## src/rtl/apb_pkg.sv

```systemverilog
// rtl/apb_pkg.sv - shared APB state encoding and default bus widths
package apb_pkg;

    typedef enum logic [1:0] {
        IDLE   = 2'b00,
        SETUP  = 2'b01,
        ACCESS = 2'b10
    } apb_state_t;

    localparam int APB_ADDR_W = 32;
    localparam int APB_DATA_W = 32;

endpackage

```

## src/rtl/apb_timeout_cnt.sv

```systemverilog
// rtl/apb_timeout_cnt.sv - ACCESS-phase wait counter; flags the cycle that reaches LIMIT
module apb_timeout_cnt #(
    parameter int LIMIT = 16
) (
    input  logic clk_i,
    input  logic rst_i,
    input  logic clear_i,
    input  logic enable_i,
    output logic expired_o
);

    localparam int CW = $clog2(LIMIT + 1);

    logic [CW-1:0] count_q, count_d;

    always_comb begin
        count_d = count_q;
        if (clear_i) begin
            count_d = '0;
        end else if (enable_i) begin
            count_d = count_q + CW'(1);
        end
    end

    always_ff @(posedge clk_i) begin
        if (rst_i) begin
            count_q <= '0;
        end else begin
            count_q <= count_d;
        end
    end

    // Fires on the LIMIT-th stalled cycle so the abort lands after exactly LIMIT waits.
    assign expired_o = enable_i & (count_q == CW'(LIMIT - 1));

endmodule

```

## src/rtl/apb_master_bridge.sv

```systemverilog
// rtl/apb_master_bridge.sv - single-outstanding valid/ready to APB requester
// Optional ACCESS timeout abort enabled by defining APB_MASTER_TIMEOUT_EN.
module apb_master_bridge
    import apb_pkg::*;
#(
    parameter int ADDR_W         = APB_ADDR_W,
    parameter int DATA_W         = APB_DATA_W,
    parameter int TIMEOUT_CYCLES = 16
) (
    input  logic              PCLK,
    input  logic              PRESET,
    input  logic              req_valid,
    output logic              req_ready,
    input  logic              req_write,
    input  logic [ADDR_W-1:0] req_addr,
    input  logic [DATA_W-1:0] req_wdata,
    output logic              resp_valid,
    output logic [DATA_W-1:0] resp_rdata,
    output logic              resp_err,
    output logic              PSEL,
    output logic              PENABLE,
    output logic              PWRITE,
    output logic [ADDR_W-1:0] PADDR,
    output logic [DATA_W-1:0] PWDATA,
    input  logic              PREADY,
    input  logic [DATA_W-1:0] PRDATA
);

    apb_state_t        state_q, state_d;
    logic              pwrite_q;
    logic [ADDR_W-1:0] paddr_q;
    logic [DATA_W-1:0] pwdata_q;
    logic              resp_valid_q;
    logic [DATA_W-1:0] resp_rdata_q;
    logic              accept;
    logic              done;
    logic              expired;

    assign req_ready = (state_q == IDLE) & ~PRESET;
    assign accept    = req_valid & req_ready;
    assign done      = (state_q == ACCESS) & PREADY;

`ifdef APB_MASTER_TIMEOUT_EN
    logic resp_err_q;

    apb_timeout_cnt #(
        .LIMIT(TIMEOUT_CYCLES)
    ) u_timeout_cnt (
        .clk_i    (PCLK),
        .rst_i    (PRESET),
        .clear_i  (state_q == SETUP),
        .enable_i ((state_q == ACCESS) & ~PREADY),
        .expired_o(expired)
    );

    always_ff @(posedge PCLK) begin
        if (PRESET) begin
            resp_err_q <= 1'b0;
        end else begin
            resp_err_q <= expired;
        end
    end

    assign resp_err = resp_err_q;
`else
    logic unused_cfg;

    assign unused_cfg = (TIMEOUT_CYCLES > 0);
    assign expired    = 1'b0;
    assign resp_err   = 1'b0;
`endif

    always_ff @(posedge PCLK) begin
        if (PRESET) begin
            state_q <= IDLE;
        end else begin
            state_q <= state_d;
        end
    end

    always_comb begin
        state_d = state_q;
        case (state_q)
            IDLE:    if (accept) state_d = SETUP;
            SETUP:   state_d = ACCESS;
            ACCESS:  if (done || expired) state_d = IDLE;
            default: state_d = IDLE;
        endcase
    end

    always_comb begin
        PSEL    = (state_q == SETUP) || (state_q == ACCESS);
        PENABLE = (state_q == ACCESS);
    end

    // Command fields are only captured on accept, so they hold through SETUP/ACCESS and linger in IDLE.
    always_ff @(posedge PCLK) begin
        if (PRESET) begin
            pwrite_q     <= 1'b0;
            paddr_q      <= '0;
            pwdata_q     <= '0;
            resp_valid_q <= 1'b0;
            resp_rdata_q <= '0;
        end else begin
            if (accept) begin
                pwrite_q <= req_write;
                paddr_q  <= req_addr;
                pwdata_q <= req_wdata;
            end
            resp_valid_q <= done | expired;
            if (done || expired) begin
                resp_rdata_q <= (done && !pwrite_q) ? PRDATA : '0;
            end
        end
    end

    assign PWRITE     = pwrite_q;
    assign PADDR      = paddr_q;
    assign PWDATA     = pwdata_q;
    assign resp_valid = resp_valid_q;
    assign resp_rdata = resp_rdata_q;

endmodule

```

## config.mk

```make
export PLATFORM = sky130hd
export DESIGN_NAME = apb_master_bridge
export DESIGN_NICKNAME = d
export VERILOG_FILES = /design/src/rtl/apb_pkg.sv /design/src/rtl/apb_timeout_cnt.sv /design/src/rtl/apb_master_bridge.sv
export SDC_FILE = /design/constraint.sdc
export NUM_CORES = 1
export LEC_CHECK = 0
export ABC_AREA = 1
export CAP_MARGIN = 20
export CORE_MARGIN = 2
export CORE_UTILIZATION = 42
export DETAILED_ROUTE_END_ITERATION = 16
export PLACE_DENSITY = 0.86
export SLEW_MARGIN = 10
export SYNTH_ARGS = -nofsm -noshare
export SYNTH_HDL_FRONTEND = slang
export SYNTH_SLANG_ARGS = --single-unit
```

## constraint.sdc

```tcl
create_clock -name PCLK -period 2.95 [get_ports PCLK]
set_clock_uncertainty 0.15 [all_clocks]
set_input_delay 0.59 -clock PCLK [delete_from_list [all_inputs] [get_ports PCLK]]
set_output_delay 0.59 -clock PCLK [all_outputs]
set_load 0.02 [all_outputs]
```

* Word-level counts from Yosys, hierarchy flattened
Index checks and enable logic that the tools add are counted.
** Word-level totals
- Bits in registers :: 100
- Bits of input ports :: 101
- Word-level logic and storage cells :: 23
** Cells by class
- Equality and inequality tests :: 4
- Mux-type cells :: 4
- Bitwise operators :: 4
- Reduce and logical (&&, ||, !) cells :: 5
** Operator list (number)
- 2-to-1 mux 32 bit :: 1
- case mux 2 bit (3 select lines) :: 1
- 2-to-1 mux 2 bit :: 2
- AND 1 bit :: 3
- equality test 2 x 1 -> 1 bit, second input constant :: 1
- equality test 2 bit, second input constant :: 1
- logical NOT 2 bit :: 1
- != test 2 x 1 -> 1 bit, second input constant :: 1
- != test 2 bit, second input constant :: 1
- AND reduction 2 bit :: 1
- logical AND 1 bit :: 1
- logical NOT 1 bit :: 1
- logical OR 1 bit :: 1
- inverter 1 bit :: 1

* Logic depth before layout (Yosys ltp)
Gate-level depths: netlist (run 1).
- Depth after elaboration :: 5
- Gate-level depth with buffers :: 9

* Worst setup path after synthesis (run 1)
Ideal clock, no wire load.
- Path type :: input-to-output
- Start :: in PRESET
- End :: out req_ready
- Arrival :: 1.047 ns
- Data required time :: 2.210 ns
- Path slack :: 1.163 ns
- Cell stages on the path :: 3
- Path buffers :: 2
- Path through :: buf_6 > nor2_4 > buf_2
** On the way
- Word-level cells in the longest chain between the ends :: 2
** RTL lines
- start: declaration :: RTL line apb_master_bridge.sv:11 : input logic PRESET,
- inverter 1 bit :: RTL line apb_master_bridge.sv:39 : assign req_ready = (state_q == IDLE) & ~PRESET;
- AND 1 bit :: RTL line apb_master_bridge.sv:39
- end: declaration :: RTL line apb_master_bridge.sv:13 : output logic req_ready,
Every way passes these cells.

* Worst setup path after layout (run 1)
Same ends and word-level chain as after synthesis.

==> results of run 1 <==
-- layer usage --
layer  GRT usage  vias up
met5           0        -
li1            -     1867
met4      0.0791        0
met3      0.0680       23
met2       0.386      152
met1       0.260     1702
-- area by class of cell --
class	count	share of cell area
clock buffers	11	0.0239
clock inverters	5	0.0182
multi-input cells	311	0.241
repair buffers	209	0.351
well taps	108	0.0228
inverters	8	0.00507
flip-flops and latches	100	0.338
-- power breakdown --
group	internal (uW)	switching (uW)	leakage, uW
logic	732	905	0.00149
registers	1600	130	0.000818
clock network	592	462	0.000124
total	2920	1500	0.00243
-- synthesized netlist by cell type --
cell type	number
nor2_1	3
nand2_1	134
conb_1	1
dfxtp_1	100
nand3_1	132
buf_4	11
buf_1	2
nor2_4	1
buf_6	7
clkbuf_1	13
buf_2	6
ha_1	4
nor2_2	1
a21oi_1	34
inv_2	1
o21ai_0	1
inv_1	7
-- tightest hold or removal path, delay by kind of cell (launching register included) --
family / cells / cell delay, ns
flip-flops: 1 / 0.32
AND/OR/NAND/NOR: 2 / 0.11
-- flip-flops by register name (all words and copies together), names as in the netlist --
name,flops
PADDR,32
PWDATA,32
resp_rdata,32
state_q,2
PWRITE,1
resp_valid,1
-- per-stage QoR --
stage / total power (uW) / cell area (sq um) / util / setup WS (ns) / instances
final: 4420 / 5920 / 0.685 / 0.355 / 752
after global routing: 4670 / 5920 / 0.685 / 0.305 / 752
after CTS: 4470 / 5920 / 0.685 / 0.338 / 752
after detailed placement: 3410 / 5670 / 0.657 / 0.338 / 736
after global placement: 3350 / 5670 / 0.657 / 0.336 / 736
after floorplan: 2670 / 3700 / - / 1.16 / 458
-- final timing paths --
| kind | endpoint | slack [ns] | cells after the start |
|---|---|---|---|
| setup reg to reg | PWDATA[10] | 1.06 | 7 |
| hold / removal | PADDR[9] | 0.32 | 2 |
| setup / recovery | req_ready | 0.36 | 3 |
| hold reg to reg | PADDR[9] | 0.32 | 2 |
-- cell families after synthesis --
group | synth area share
compound gates | 0.0473
fa+ha+maj | 0.0135
buf+inv | 0.0751
flops | 0.541
other cells | 0.00101
simple gates | 0.322
==> results by group, run 1 <==
Clocking
  – Post-CTS Hold Buffers: 0
  – H-tree levels: 3
  – Post_cts resized: 0
  – Clock insertion delay at the later pin of the skew report: 0.34 ns
  – Register clock-pin slew on the reported worst setup and hold paths: 0.08 ns
  – Clock Sink Count: 100
  – Maximum clock insertion buffer count: 2
  – Number of setup buffers added after CTS: 0
  – CTS tree: done
  – Number of clock buffers inserted by TritonCTS: 9
  – Master cell of the clock root buffer: clkbuf_8

Final layout
  – FF/Latch Area: 2000 sq um
  – Layout overhead on the synthesized area: 59.9%
  – Fill cell instance count of the final layout: 697
  – Antenna diode count: 0
  – Most used cells in the layout excluding fill and tap cells: 200 x clkdlybuf4s50_1, 133 x nand2_1, 132 x nand3_1, 100 x dfxtp_1, 34 x a21oi_1
  – Most common cell after layout, fill and taps aside: clkdlybuf4s50_1
  – Footprint of the multi-input gates: 1420 sq um
  – Net count reported at finish: 744
  – Share of final-layout standard cells stronger than drive strength 1: 0.0435

Routing
  – Met1 WL: 4.22 mm
  – Met3 layer wire length in the routed design: 858 microns
  – Total number of vias: 3,744
  – WL met2: 5.44 mm
  – WL/cell: 14.3 microns
  – Top Layer Used: met4
  – Detailed-route DRC error count: 0
  – Iteration count of the initial detailed-routing pass: 4
  – Total routed wirelength: 10.8 mm
  – Average via count per standard cell: 4.98
  – Count of nets left with antenna violations after detail routing: 0
  – Detailed Route Iter0 Violations: 122

STA
  – Fin. max-slew vios: 0
  – Total Negative Setup Slacks: 0 ns
  – Endpoints failing hold: 0
  – Slew at the pin closest to its max-slew limit: 0.645 ns
  – Final setup fails: 0
  – Final critical path time including I/O delays and setup: 2.59 ns
  – FMAX: 385 MHz
  – Relative slew margins: 0.570
  – Period utilization: 0.880
  – Final worst hold slack: 0.316 ns
  – RSZ-0062 raised after global routing: false

Yosys
  – #FFs+latches synth: 100
  – Cell types occupying the most area after synthesis: dfxtp_1 54%, nand3_1 18%, nand2_1 14%
  – Cell area after synthesis: 3700 sq um
  – Biggest area consumer among synthesized cells: dfxtp_1
  – Mapped Cells: 458
  – Share of synthesized area occupied by flip-flops and latches: 0.541
  – Area share of the leading cell type in the synthesized netlist: 0.541
  – Number of warnings reported in the yosys synthesis log: 0
  – Synthesized area per cell: 8.08 sq um
  – Distinct cell type count of the synthesized netlist: 17
  – Syn_nets: 563

Placed design
  – Placer's final routability congestion estimate: 0.791
  – Count of buffers inserted at the top-level ports: 201
  – Half-perimeter wire length of the detailed placement result: 7.72 mm

Run status
  – Run status: finished clean

Global routing
  – Grt total ovfl: 0
  – Global-route usage over all layers: 0.222
  – Number of global-route vias before repair: 3,630
  – Antenna violations before repair: 0
  – First-pass GRT wire length: 17.6 mm
  – Pin count of the biggest net entering global routing: 66

Pwr
  – Max VDD drop: 0.000376 V
  – Power per standard cell area: 747 nW/um^2
  – Static Leakage: 0.00243 uW

Setup path
  – Library cell contributing the largest single delay on the critical path: clkdlybuf4s50_1
  – Class of the most critical setup path: input pin to output port
  – Cell repeated most along the worst path: clkdlybuf4s50_1
  – Buffers and inverters on the worst path: 2
  – Reg-to-Reg Start: state_q[0]
  – Delay of the slowest cell on the worst path: 0.62 ns
  – Critical path endpoint category: output port
  – Largest delay contributor family on the critical path: buffers and inverters
  – Max FO, Critical Path: 3
  – Data arrival time of the critical path: 1.85 ns
  – Data required time at the worst endpoint: 2.21 ns
  – CP startpoint kind: input pin
  – Crit-path cells: clkdlybuf4s50_1 -> nor2_4 -> clkdlybuf4s50_1
  – Crit path from: PRESET

Flow run
  – Count of maximum capacitance violations: 0

Floorplan
  – Number of ports placed on the die boundary: 203
  – Total die area: 9580 sq um
  – Core area: 8640 sq um
  – Starting Density: 0.429
  – Width of the die: 97.9 microns
  – Die Y: 97.9 microns
  – Standard-cell row count: 34

Hold path
  – Startpoint of the tightest hold check path: PADDR[9]
  – Worst hold-check path type: flip-flop to flip-flop
Note: power is estimated with default switching activity, not from simulation.
==> inputs of run 2 (changes only) <==
--- a/config.mk
+++ b/config.mk
@@ -14,4 +14,5 @@
 export SLEW_MARGIN = 10
 export SYNTH_ARGS = -nofsm -noshare
 export SYNTH_HDL_FRONTEND = slang
+export SYNTH_HIERARCHICAL = 1
 export SYNTH_SLANG_ARGS = --single-unit
==> results of run 2 <==
No change in the layout: final DEF, timing and power equal those of run 1.
Among the figures that moved: Yosys warning count 0 -> 6
